==> src/rtl/reator_pkg.sv <==
// Shared types, default parameters and helpers for the reactor temperature monitor.
package reator_pkg;

  localparam int W_DEF      = 9;
  localparam int DEPTH_DEF  = 4;
  localparam int LIMIAR_DEF = 300;
  localparam int HIST_DEF   = 20;
  localparam int N_ESC_DEF  = 2;

  typedef enum logic [2:0] {
    NORMAL     = 3'd0,
    REFRIG     = 3'd1,
    PORTAS     = 3'd2,
    ALARME     = 3'd3,
    RESFRIANDO = 3'd4
  } estado_t;

  // Ceiling log2; exact for the power-of-two window depths used here.
  function automatic int log2c(input int value);
    int r;
    r = 0;
    for (int i = 0; i < 31; i++) begin
      if ((1 << i) < value) r = i + 1;
    end
    return r;
  endfunction

endpackage

==> src/rtl/janela_media.sv <==
// Sliding window of DEPTH samples with a running sum, giving an exact moving average.
module janela_media
  import reator_pkg::*;
#(
  parameter int W     = W_DEF,
  parameter int DEPTH = DEPTH_DEF
) (
  input  logic         CLOCK,
  input  logic         reset,
  input  logic         amostraValida,
  input  logic [W-1:0] tempRea,
  output logic [W-1:0] media,
  output logic         mediaValida,
  output logic         janelaCheia
);

  localparam int LD = log2c(DEPTH);
  localparam int SW = W + LD;
  localparam logic [LD:0] FULL = (LD + 1)'(DEPTH);

  logic [W-1:0]  buf_q [DEPTH];
  logic [LD-1:0] ptr_q;
  logic [LD:0]   fill_q, fill_d;
  logic [SW-1:0] sum_q, sum_d;
  logic [W-1:0]  media_q;
  logic          mediaValida_q;
  logic          janelaCheia_q;

  // Sum stays in range because the oldest entry is always part of it.
  always_comb begin
    sum_d  = sum_q + SW'(tempRea) - SW'(buf_q[ptr_q]);
    fill_d = (fill_q == FULL) ? fill_q : fill_q + (LD + 1)'(1);
  end

  always_ff @(posedge CLOCK) begin
    if (reset) begin
      for (int i = 0; i < DEPTH; i++) buf_q[i] <= '0;
      ptr_q         <= '0;
      fill_q        <= '0;
      sum_q         <= '0;
      media_q       <= '0;
      mediaValida_q <= 1'b0;
      janelaCheia_q <= 1'b0;
    end else begin
      mediaValida_q <= 1'b0;
      if (amostraValida) begin
        buf_q[ptr_q]  <= tempRea;
        ptr_q         <= ptr_q + LD'(1);
        fill_q        <= fill_d;
        sum_q         <= sum_d;
        media_q       <= W'(sum_d >> LD);
        mediaValida_q <= (fill_d == FULL);
        janelaCheia_q <= (fill_d == FULL);
      end
    end
  end

  assign media       = media_q;
  assign mediaValida = mediaValida_q;
  assign janelaCheia = janelaCheia_q;

endmodule

==> src/rtl/reator_monitor.sv <==
// Reactor temperature supervisor: moving average, escalation FSM with hysteresis
// and an acknowledged sticky alarm driving the plant actuators.
module reator_monitor
  import reator_pkg::*;
#(
  parameter int W      = W_DEF,
  parameter int DEPTH  = DEPTH_DEF,
  parameter int LIMIAR = LIMIAR_DEF,
  parameter int HIST   = HIST_DEF,
  parameter int N_ESC  = N_ESC_DEF
) (
  input  logic         CLOCK,
  input  logic         reset,
  input  logic         amostraValida,
  input  logic [W-1:0] tempRea,
  input  logic         ackAlarme,
  output logic [W-1:0] media,
  output logic         mediaValida,
  output logic         janelaCheia,
  output logic [2:0]   estado,
  output logic         sistemaRefrigeracao,
  output logic         portasDeConcreto,
  output logic         alarmeSonoroReator
);

  localparam int CW = log2c(N_ESC + 1);
  localparam logic [CW-1:0] NESC_C  = CW'(N_ESC);
  localparam logic [31:0]   LIM_U   = 32'(LIMIAR);
  localparam logic [31:0]   BAIXO_U = 32'(LIMIAR - HIST);

  logic          alto, baixo;
  logic [2:0]    estado_q, estado_d;
  logic [CW-1:0] cnt_q, cnt_d, cntInc;
  logic [2:0]    atuadores_q;

  janela_media #(.W(W), .DEPTH(DEPTH)) u_janela (
    .CLOCK        (CLOCK),
    .reset        (reset),
    .amostraValida(amostraValida),
    .tempRea      (tempRea),
    .media        (media),
    .mediaValida  (mediaValida),
    .janelaCheia  (janelaCheia)
  );

  assign alto  = (32'(media) >= LIM_U);
  assign baixo = (32'(media) < BAIXO_U);

  // {refrigeration, concrete doors, siren} for a given state code.
  function automatic logic [2:0] decodeAtuadores(input logic [2:0] s);
    case (s)
      REFRIG, RESFRIANDO: return 3'b100;
      PORTAS:             return 3'b110;
      ALARME:             return 3'b111;
      default:            return 3'b000;
    endcase
  endfunction

  always_comb begin
    estado_d = estado_q;
    cnt_d    = cnt_q;
    cntInc   = cnt_q + CW'(1);
    if (estado_q > RESFRIANDO) begin
      estado_d = NORMAL;
      cnt_d    = '0;
    end else if (mediaValida) begin
      case (estado_q)
        NORMAL: begin
          cnt_d = '0;
          if (alto) estado_d = REFRIG;
        end
        REFRIG, PORTAS: begin
          if (alto) begin
            if (cntInc == NESC_C) begin
              estado_d = (estado_q == REFRIG) ? PORTAS : ALARME;
              cnt_d    = '0;
            end else begin
              cnt_d = cntInc;
            end
          end else begin
            cnt_d = '0;
            if (baixo) estado_d = RESFRIANDO;
          end
        end
        // Only a cool reading plus an operator ack releases the alarm.
        ALARME: begin
          cnt_d = '0;
          if (baixo && ackAlarme) estado_d = RESFRIANDO;
        end
        RESFRIANDO: begin
          if (alto) begin
            estado_d = REFRIG;
            cnt_d    = '0;
          end else if (baixo) begin
            if (cntInc == NESC_C) begin
              estado_d = NORMAL;
              cnt_d    = '0;
            end else begin
              cnt_d = cntInc;
            end
          end else begin
            cnt_d = '0;
          end
        end
        default: begin
          estado_d = NORMAL;
          cnt_d    = '0;
        end
      endcase
    end
  end

  always_ff @(posedge CLOCK) begin
    if (reset) begin
      estado_q    <= NORMAL;
      cnt_q       <= '0;
      atuadores_q <= 3'b000;
    end else begin
      estado_q    <= estado_d;
      cnt_q       <= cnt_d;
      atuadores_q <= decodeAtuadores(estado_d);
    end
  end

  assign estado              = estado_q;
  assign sistemaRefrigeracao = atuadores_q[2];
  assign portasDeConcreto    = atuadores_q[1];
  assign alarmeSonoroReator  = atuadores_q[0];

endmodule
==> config.mk <==
export PLATFORM = sky130hd
export DESIGN_NAME = reator_monitor
export DESIGN_NICKNAME = d
export VERILOG_FILES = /design/src/rtl/reator_pkg.sv /design/src/rtl/janela_media.sv /design/src/rtl/reator_monitor.sv
export SDC_FILE = /design/constraint.sdc
export NUM_CORES = 1
export LEC_CHECK = 0
export CORE_MARGIN = 5
export CORE_UTILIZATION = 55
export CTS_BUF_LIST = sky130_fd_sc_hd__clkbuf_16
export DETAILED_ROUTE_END_ITERATION = 16
export GPL_ROUTABILITY_DRIVEN = 0
export PLACE_DENSITY = 0.77
export SYNTH_ARGS = -nofsm -noshare
export SYNTH_HDL_FRONTEND = slang
export SYNTH_HIERARCHICAL = 1
export SYNTH_SLANG_ARGS = --single-unit
==> constraint.sdc <==
create_clock -name CLOCK -period 7.3 [get_ports CLOCK]
set_input_delay 1.46 -clock CLOCK [delete_from_list [all_inputs] [get_ports CLOCK]]
set_output_delay 1.46 -clock CLOCK [all_outputs]
set_load 0.02 [all_outputs]
==> results of run 1 <==
power breakdown:
group	leakage (µW)	switching (µW)	internal, µW
Clock	0.000163	143	293
Combinational	0.000962	264	218
Sequential	0.000604	45.8	422
layer usage:
layer,global-route usage (%),part of all wire (%)
met5,0,0
met3,6.75,6.1
met2,32.0,49
met4,5.83,1.9
met1,22.9,43
flip-flops by register name (all words and copies together), names as in the netlist, named ones only:
register and count:
atuadores_q 3, cnt_q 2, estado 3, u_janela/buf_q 36
u_janela/fill_q 3, u_janela/janelaCheia 1, u_janela/mediaValida 1, u_janela/ptr_q 2
u_janela/sum_q 11
synthesized netlist by cell type, types with 2 or more instances:
master    count  area [µm²]
xnor2_1       4        35.0
fa_1          9         180
ha_1         13         163
edfxtp_1     36        1080
o21ai_1       2        10.0
o21bai_1      3        22.5
nor3_1        4        20.0
buf_4         9        67.6
mux2i_1       7        70.1
a21oi_1      18        90.1
a21o_1        4        30.0
nand2b_1      6        37.5
o31ai_1       3        22.5
dfxtp_1      28         561
nand4_1       2        12.5
or2_2         2        12.5
buf_2         3        15.0
mux2_2        2        22.5
o21ai_0       5        25.0
a211oi_1      2        15.0
nand2_1      24        90.1
nor4_1        8        50.1
and3_1        2        12.5
a32o_1        3        30.0
mux4_2        9         203
nor2b_1       3        18.8
a32oi_1       2        17.5
xor2_1        3        26.3
clkbuf_1      8        30.0
inv_1        52         195
nor2_1       39         146
buf_1         3        11.3
cell usage in the layout, fill, tap and decap left out, drive strengths merged, types with 3 or more instances in the layout:
cell           instances
mux2i                  7
clkbuf                 9
o21bai                 3
fa                     9
a21oi                 19
clkdlybuf4s50         29
dfxtp                 28
nor3                   4
nor4                   8
nor2                  39
xnor2                  4
nand2                 24
edfxtp                36
nand2b                 6
ha                    13
o21ai                  8
and3                   3
o31ai                  3
a32oi                  3
a21o                   4
mux4                   9
inv                   56
nor2b                  3
a32o                   3
xor2                   3
cell type report:
| type | count | area [µm²] |
|---|---|---|
| sequential | 64 | 1640 |
| tap | 77 | 96.3 |
| timing repair buffer | 30 | 298 |
| clock inverter | 7 | 81.3 |
| fill | 500 | 2190 |
| multi-input combinational | 203 | 1590 |
| clock buffer | 9 | 225 |
| inverter | 53 | 199 |
worst max-delay path, cell delays in order:
cell and delay, ns:
clkdlybuf4s50_1 0.50, inv_1 0.10, fa_1 0.53, inv_1 0.07, fa_1 0.46, a21oi_1 0.19
o21ai_0 0.18, a31oi_1 0.27, mux2i_1 0.26, mux2_2 0.35
how the worst max path moves through the flow:
stage | slack [ns] | to | startpoint
after floorplan | 3.60 | u_janela/sum_q[10] | tempRea[1]
after global placement | 2.97 | u_janela/sum_q[10] | tempRea[1]
after global routing | 3.01 | u_janela/sum_q[10] | tempRea[1]
after detailed placement | 2.88 | u_janela/sum_q[10] | tempRea[1]
final | 3.14 | u_janela/sum_q[10] | tempRea[1]
after CTS | 3.16 | u_janela/sum_q[10] | tempRea[1]
through the flow:
stage | util (%) | hold WS (ns) | area, µm² | instances
finish | 65.4 | 0.465 | 4130 | 443
global route | 65.4 | 0.494 | 4130 | 443
CTS | 65.4 | 0.471 | 4130 | 443
detailed placement | 60.5 | 0.460 | 3820 | 427
global placement | 60.5 | 0.438 | 3820 | 427
floorplan | - | 0.453 | 3550 | 343
cells by family (layout without fill, tap and decap cells):
family          Yosys count  after routing  synth area share [%]
compound gates           58             58                  12.0
xor+xnor                  7              7                  1.73
fa+ha+maj                22             22                  9.66
buf+inv                  76             99                  9.09
flops                    64             64                  46.2
mux                      18             18                  8.32
simple gates             98             98                  12.9
==> flow_results.org, run 1 <==
** Outcome
- The run finished with clean final reports.

** Worst setup path
- Along the worst path, the maximum fanout reaches 3.
- The worst setup path is launched from an input port.
- The setup path with the least slack is of type in -> reg.
- The endpoint identified for the worst register-to-register timing path is u_janela/sum_q[10].
- Data on the critical path is required at its endpoint by 7.51 ns.
- Crit. End Element :: register
- The number of cells on the worst reg-to-reg path is 9.
- Data arrives at the worst endpoint at 4.36 ns.
- For flop-to-flop paths, the worst setup slack is between 3 and 4 ns.

** Pwr
- Worst-case vdd ir drop :: 0.222 mV
- Overall power of the completed layout :: 1390 µW
- Cell leakage power :: roughly 0.0017 µW
- Power Dens Cells :: 336 nW/µm²

** Floorplan
- Number of primary I/O pins :: 30
- The die is approximately 90 µm tall.
- Row Count :: 29
- The region available for standard cell placement spans roughly 6300 µm².
- The die is 90.3 µm wide.
- Once the floorplan was initialized, standard cells occupied 56.2% of the core.
- The die covers 8160 µm².

** Layout
- 0 antenna diodes ended up in the layout.
- In the final layout, the share of cells above drive strength 1 is 9.56%.
- Area growth from synthesis to layout :: 16.2%
- Total Nets Final :: 396

** Yosys
- Count of state elements after synthesis :: 64
- The cell area that synthesis handed to floorplanning was 3550 µm².
- During synthesis, Yosys emitted a total of 6 warnings.
- Sequential share of the synthesized area :: between 40% and 50%
- Top FF cell, synth :: edfxtp_1
- Count of distinct cell types in the synthesized netlist :: 57
- Synthesized net count :: 378
- The synthesized design contains 36 enable-type register cells.
- In the synthesized netlist, the number of instances is 343.
- After synthesis, the share of flip-flops with an asynchronous set or reset is 0%.
- In this run the mean area of a mapped cell was 10.3 µm².

** Placed design
- Pre-CTS setup slack :: 2.88 ns
- Post-detailed-placement half-perimeter wirelength :: 5050 µm
- Quantity of I/O buffers inserted on ports :: 29

** Timing
- Worst clock skew on the final layout :: roughly 0.0078 ns
- The number of pins with negative max-slew slack in the final report is 0.
- Final critical-path required period :: roughly 4.2 ns
- The count of endpoints failing hold in the final timing report came to 0.
- RSZ-0062 raised after global routing :: false
- The worst path uses 57.0% of the clock period.
- At the pin with the least slew margin, the transition time is between 1 and 1.5 ns.
- Based on the critical path, the design can be clocked at up to 240 MHz.
- After routing, the total negative slack on setup checks comes to 0 ns.
- Number of setup violations in the final report :: 0
- Across all setup checks in the final design, the least slack found is between 3 and 4 ns.
- The worst pin sits at a relative slew slack of 25.9%.

** Clocking
- Clock tree from TritonCTS :: built
- The tree is rooted in a clkbuf_16.
- Number of buffers inserted for hold repair after clock tree synthesis :: 0
- Clk sink count :: 64
- Resized cells post-CTS :: 0
- The later pin in the worst-skew pair is clocked with a latency of between 0.3 and 0.4 ns.
- Post-CTS Setup Repair Bufs :: 0
- In this run the deepest clock path goes through 2 buffers.
- Counting the buffers created by CTS gives 9.
- After clock tree synthesis, the clock-pin slew on the worst setup and hold paths is 0.05 ns.
- H-tree lvl count :: 3

** Global route
- Wire length of the first global-routing pass :: 12100 µm
- Maximum number of pins on one net before global-route repair :: 29
- Antenna violations before repair :: 0
- Via count of the first global-routing pass :: 2544
- Global route total overflow :: 0
- In the global route stage, overall resource usage came out at 19.0%.

** Flow run
- Max-Cap Viols :: 0

** Worst hold path
- The path class of the tightest hold or removal check is reg -> reg.
- In this run the most critical hold path is launched from u_janela/janelaCheia.
- Along the worst hold path, the cell count comes to 1.
- Hold Crit Endpoint :: u_janela/janelaCheia

** Detailed routing
- Dividing the detail-routed via count by the number of cells gives 5.59.
- Via count of the routed design :: 2478
- Number of nets with antenna violations after detailed routing :: 0
- In this run, the number of DRC markers left after iteration 0 of detailed routing was 152.
- Wires add up to about 7200 µm.
- After detailed routing, the number of remaining DRC violations is 0.
- Before antenna repair, the detailed router went through 4 iterations.
- Routed length per placed instance :: 16.2 µm
Power figures use the tool's default switching activity.
==> inputs of run 2 (changes only) <==
- clock period: 7.3 -> 4.2 ns (I/O delays scaled with it)
==> run 2 against run 1 <==
Die area stayed put. Critical endpoint unchanged. First-iteration DRC count is 22% lower. Routed wire length is 0.95% higher. Register-to-register slack worse by 3.0 ns. Power is 73% higher. Clock power is 68% higher. Final area is 0.91% higher.
==> flow_results.org, run 2 (same netlist as run 1, synthesis figures left out) <==
** Outcome
- Run status :: finished, final reports clean

** Timing
- The relative slew slack came to 56.7% (+31 points).
- Worst clock skew on the final layout :: 0.00406 ns (-0.00371 ns)
- The clock period could shrink to 3.63 ns.
- Setup repair after global routing left no endpoint under its margin.
- Fin. max-slew vios :: 0 (unchanged)
- Actual slew at the worst max-slew pin :: 0.647 ns (-0.462 ns)
- Number of setup violations in the final report :: 0 (unchanged)
- The worst path uses 86.4% of the clock period.
- The count of endpoints failing hold in the final timing report came to 0 (unchanged).
- Upper clock frequency limit :: approximately 280 MHz
- The setup TNS is 0 ns (unchanged).

** Worst setup path
- Critical path's most frequent cell :: fa_1
- The worst setup path is captured at a register.
- The required arrival time at the worst endpoint was 4.42 ns (-3.09 ns).
- The highest net fanout along the worst path was 9 (+6).
- Slowest stage cell, crit path :: dfxtp_1
- Kind of critical path :: reg -> reg
- The arrival time of data at the critical path endpoint was 3.85 ns (-0.51 ns).
- Critical Path Max Stage Delay :: 0.69 ns (+0.16 ns)
- The worst setup path is launched from a register.
- Traced cell by cell, the critical path runs through mux4_2 -> fa_1 -> inv_1 -> fa_1 -> a21oi_1 -> o21ai_0 -> a31oi_1 -> mux2i_1 -> mux2_2.

** Layout
- Total Nets Final :: 402 (+1.5%)
- Commonest non-fill, non-tap cell in the layout :: inv_1
- Area growth from synthesis to layout :: 17.3%
- Most frequent cells in the layout :: inv_1, nor2_1, edfxtp_1
- Number of cells in the finished layout apart from fillers :: 449 (+1.4%)
- The antenna diode instance count came to 0 (unchanged).
- Top reg by flops :: u_janela/buf_q
- The fraction of layout cells with a size suffix above 1 was 11.6% (+2.0 points).
- The number of flip-flops in the largest register is 36 (unchanged).
- Largest registers in the final layout :: u_janela/buf_q: 36 flops, u_janela/sum_q: 11 flops

** Clocking
- The cell sitting at the root of the clock tree is a clkbuf_16.
- Clock latency at the later pin of the worst-skew pair :: 0.33 ns (about the same)
- The deepest clock path buffer count is 2 (unchanged).
- Number of buffers inserted for hold repair after clock tree synthesis :: 0 (unchanged)
- The post-cts sizing count is 0 (unchanged).
- The clock sink total is 64 (unchanged).
- H-tree lvl count :: 3 (unchanged)
- The number of buffers inserted to repair setup after CTS came to 0 (unchanged).
- Num CTS Buffers :: 9 (unchanged)
- The clock transition at the registers of the reported paths is 0.05 ns (about the same).
- TritonCTS built the clock tree.

** Worst hold path
- Worst Hold Class :: reg -> reg

** Placed design
- The number of I/O port buffers is 29 (unchanged).
- Post-detailed-placement half-perimeter wirelength :: 5220 µm (+3.3%)
- The cell count after placement was 433 (+1.4%).

** Floorplan
- Die boundary width :: 90.3 µm (unchanged)
- The number of placement rows was 29 (unchanged).
- The core footprint was 6310 µm² (unchanged).
- The height of the chip came to 90.3 µm (unchanged).
- The count of boundary I/O pins was 30 (unchanged).
- The starting utilization of the core area is 56.2% (unchanged).
- The total die area came to 8160 µm² (unchanged).

** Pwr
- The fraction of power consumed by the clock network is 30.5% (-1.0 points).
- The sequential fraction of design power came to 33.7% (about the same).
- Combinational cell fraction of total power :: 35.7% (+0.9 points)
- The internal power of the cells came to 1580 µW (+69%).
- Worst-case vdd ir drop :: 0.362 mV (+63%)
- The total power per unit cell area is 576 nW/µm² (+72%).
- The leakage power was 0.00173 µW (+0.30%).
- The switching power summed over all nets came to 823 µW (+82%).
- The share of total power consumed by net switching came to 34.3% (+1.6 points).

** Detailed routing
- Via density per instance :: 5.71 (+2.0%)
- The routed length per instance was 16.1 µm (-0.40%).
- The routed wire length came to 7240 µm (+0.95%).
- The number of remaining DRC errors came to 0 (unchanged).
- Via count of the routed design :: 2562 (+3.4%)
- The number of detailed-route iterations in the first pass was 4 (unchanged).
- The detailed router's first-iteration violation count came to 119 (-22%).
- The number of nets still failing antenna checks after routing came to 0 (unchanged).

** Global route
- The wire length of the first global-routing pass came to 12300 µm (+1.6%).
- The global-route congestion overflow total is 0 (unchanged).
- The initial antenna violation count was 0 (unchanged).
- Maximum number of pins on one net before global-route repair :: 17 (-41%)
- The overall fraction of global-route tracks in use was 18.9% (-0.15 points).
- The via count of the first global-routing pass is 2634 (+3.5%).

** Flow run
- Max-Cap Viols :: 0 (unchanged)
## run 2: critical path: cells and delay by family (launching register included)
family	cells	cell delay [ns]
compound gates	3	0.63
fa+ha+maj	2	0.97
buf+inv	1	0.07
flops	1	0.69
mux	3	1.16
## run 2: worst paths after layout
check	depth (start not counted)	end	slack (ns)	from
worst max-delay path	9	u_janela/sum_q[10]	0.57	register
worst min-delay path	1	u_janela/janelaCheia	0.45	u_janela/janelaCheia
worst max register to register	9	u_janela/sum_q[10]	0.57	register
worst min register to register	1	u_janela/janelaCheia	0.45	u_janela/janelaCheia
## run 2: layout make-up
type,instances,area [µm²]
clock buffer,9,225
clock inverter,7,73.8
fill,508,2150
inverter,53,199
multi-input combinational,203,1590
sequential,64,1640
tap,77,96.3
timing repair buffer,36,343
## run 2: metrics by stage
step,hold WS (ns),area (µm²),utilization (%),setup WS (ns),total power (µW)
after floorplan,0.453,3550,-,0.966,1480
after global placement,0.439,3860,61.2,0.494,1640
after detailed placement,0.444,3860,61.2,0.430,1660
after CTS,0.457,4160,66.0,0.544,2410
after global routing,0.497,4160,66.0,0.411,2560
final,0.451,4160,66.0,0.571,2400
## run 2: layer usage
layer  GRT usage [%]  wire length [µm]
met5               0                 0
met3            5.83               504
met2            31.5              3540
met1            22.3              3060
met4            8.31               139
## run 2: power groups by stage
stage | combinational, µW | sequential, µW | clock (µW)
CTS | 854 | 810 | 745
floorplan | 712 | 772 | 0
detailed placement | 837 | 823 | 0
finish | 857 | 810 | 733
global route | 962 | 821 | 779
global placement | 815 | 822 | 0
==> variant, RTL diff (settings of run 2) <==
Reset style: asynchronous (`reset`), changed in 2 clocked blocks.
--- a/src/rtl/janela_media.sv
+++ b/src/rtl/janela_media.sv
@@ -32,7 +32,7 @@
     fill_d = (fill_q == FULL) ? fill_q : fill_q + (LD + 1)'(1);
   end
 
-  always_ff @(posedge CLOCK) begin
+  always_ff @(posedge CLOCK or posedge reset) begin
     if (reset) begin
       for (int i = 0; i < DEPTH; i++) buf_q[i] <= '0;
       ptr_q         <= '0;
--- a/src/rtl/reator_monitor.sv
+++ b/src/rtl/reator_monitor.sv
@@ -110,7 +110,7 @@
     end
   end
 
-  always_ff @(posedge CLOCK) begin
+  always_ff @(posedge CLOCK or posedge reset) begin
     if (reset) begin
       estado_q    <= NORMAL;
       cnt_q       <= '0;
Function: differs if reset is asserted again (counterexample within 4 cycles, from zero or initial values and one cycle with reset high); with reset held inactive, the same outputs for 4 cycles.
==> variant against run 2 <==
Wire length shrank 4.5%; setup slack gained 0.12 ns; final cell count is 3.6% higher; count of clock-buffer cells in the layout stayed put; sequential cell count down 2; die area grew 1.6%; area after synthesis increased by 1.8%; design area increased by 0.84%; sequential share of layout area down 2.5 points.
Power is left out: the tool's default activity adds up to more than one toggle a clock period on the data nets, which glitch-free logic cannot reach.
==> variant: results <==
export IMPL_critical_path_max_stage_delay_ns=0.75
export IMPL_port_buffers=29
export IMPL_number_of_antenna_violations_at_the_first_check_in_global_routing=0
export IMPL_synth_xor_xnor_area_share=0.0194
export IMPL_worst_setup_slack_post_dpl_ns=0.569
export IMPL_compound_gate_fraction_of_synth_area=0.158
export IMPL_fin_setup_tns_ns=0
export IMPL_layout_drive_gt1_share=0.101
export IMPL_register_to_register_path_depth=9
export IMPL_timing_critical_path_max_delay_family="adder cells"
export IMPL_route_detailed_vias_per_inst=5.63
export IMPL_layout_top_registers="u_janela/buf_q (36), u_janela/sum_q (11)"
export IMPL_synth_warning_count=6
export IMPL_post_cts_resize_count=0
export IMPL_adder_cell_share_of_the_synthesized_area=0.109
export IMPL_period_utilization_post_route=0.836
export IMPL_nNetsFinal=422
export IMPL_post_synth_mux_area_share=0.0800
export IMPL_timing_critical_path_slowest_stage_cell="sky130_fd_sc_hd__dfrtp_1"
export IMPL_largest_net_degree_at_the_start_of_global_routing=55
export IMPL_finalClockSkew_ns=0.00465
export IMPL_crit_arrival_ns=3.70
export IMPL_hold_path_startpoint="u_janela/buf_q[35]"
export IMPL_dr_first_iter_drc_count=146
export IMPL_crit_start="u_janela/ptr_q[0]"
export IMPL_worstPathMaxFanout=13
export IMPL_via_count_of_the_first_global_routing_pass=2519
export IMPL_worst_skew_pair_late_latency_ns=0.32
export IMPL_cts_path_max_buffers=2
export IMPL_ys_seq_area_frac=0.430
export IMPL_top_post_synthesis_cells_by_area="sky130_fd_sc_hd__dfrtp_1, sky130_fd_sc_hd__o21ai_0, sky130_fd_sc_hd__ha_1"
export IMPL_cts_max_level=3
export IMPL_grt_pass1_wl_mm=12.0
export IMPL_root_buffer="sky130_fd_sc_hd__clkbuf_16"
export IMPL_cts_setup_buffers=0
export IMPL_drt_wl_total_mm=6.92
export IMPL_timing_worst_slew_pin_value_ns=1.12
export IMPL_worstSetupEndpoint="u_janela/sum_q[9]"
export IMPL_async_sr_flop_fraction=1.00
export IMPL_rrSetupSlack_ns=0.69
export IMPL_synth_net_count=402
export IMPL_diodes_inserted=0
export IMPL_cts_buffers_inserted=9
export IMPL_clk_pin_slew_ns=0.05
export IMPL_place_detailed_hpwl_mm=4.92
export IMPL_synth_commonest_cells="sky130_fd_sc_hd__dfrtp_1, sky130_fd_sc_hd__nand2_1, sky130_fd_sc_hd__inv_1, sky130_fd_sc_hd__o21ai_0, sky130_fd_sc_hd__ha_1"
export IMPL_grt_use_total=0.180
export IMPL_status="finished, final reports clean"
export IMPL_synth_distinct_cells=52
export IMPL_drt_pass1_iter_count=4
export IMPL_worstHoldPathType="flip-flop to flip-flop"
-- variant: cell count changes after synthesis, moves of 4 or more --
cell / before / now
sky130_fd_sc_hd__a21oi_1: 18 / 5
sky130_fd_sc_hd__dfrtp_1: 0 / 62
sky130_fd_sc_hd__dfxtp_1: 28 / 0
sky130_fd_sc_hd__edfxtp_1: 36 / 0
sky130_fd_sc_hd__ha_1: 13 / 17
sky130_fd_sc_hd__inv_1: 52 / 45
sky130_fd_sc_hd__mux2i_1: 7 / 3
sky130_fd_sc_hd__nand2_1: 24 / 55
sky130_fd_sc_hd__nor2_1: 39 / 13
sky130_fd_sc_hd__nor4_1: 8 / 0
sky130_fd_sc_hd__o21ai_0: 5 / 45
-- variant: logic make-up after synthesis --
group                    count (synthesis)
adder cells (fa/ha/maj)                 26
XOR/XNOR                                 8
flip-flops                              62
AND/OR/NAND/NOR                         98
buffers and inverters                   67
multiplexers                            17
AO/OA/AOI/OAI                           85
-- variant: cell type report --
class,instances,area (um^2)
repair buffers,31,305
well taps,77,96.3
fillers,515,2190
inverters,45,169
clock inverters,7,80.1
flip-flops and latches,62,1550
multi-input cells,234,1770
clock buffers,9,225
-- variant: worst min path at each step --
stage	cells after the start	to	slack [ns]
after floorplan	1	u_janela/sum_q[10]	0.44
after global routing	2	u_janela/buf_q[24]	0.51
after CTS	2	u_janela/buf_q[7]	0.48
after global placement	2	u_janela/buf_q[11]	0.46
after detailed placement	2	u_janela/buf_q[11]	0.47
final	2	u_janela/buf_q[35]	0.48
-- variant: per-stage QoR --
step | util | instances | area, um^2 | hold WS, ns
floorplan | - | 363 | 3610 | 0.443
global placement | 0.610 | 449 | 3890 | 0.457
detailed placement | 0.610 | 449 | 3890 | 0.469
CTS | 0.658 | 465 | 4200 | 0.483
global route | 0.658 | 465 | 4200 | 0.506
finish | 0.658 | 465 | 4200 | 0.480
-- variant: routing by layer --
layer | vias up | wire [um] | global-route usage
li1 | 1276 | - | -
met1 | 1256 | 3230 | 0.246
met2 | 77 | 3200 | 0.278
met3 | 8 | 391 | 0.0446
met4 | 0 | 102 | 0.0660
met5 | - | 0 | 0
-- variant: worst register-to-register path, stage by stage (launching register included) --
cell	delay, ns
sky130_fd_sc_hd__dfrtp_1	0.75
sky130_fd_sc_hd__mux4_2	0.60
sky130_fd_sc_hd__fa_1	0.50
sky130_fd_sc_hd__inv_1	0.04
sky130_fd_sc_hd__ha_1	0.39
sky130_fd_sc_hd__a21oi_1	0.23
sky130_fd_sc_hd__a21boi_1	0.12
sky130_fd_sc_hd__o21ai_0	0.17
sky130_fd_sc_hd__o41a_1	0.16
sky130_fd_sc_hd__or4b_1	0.42
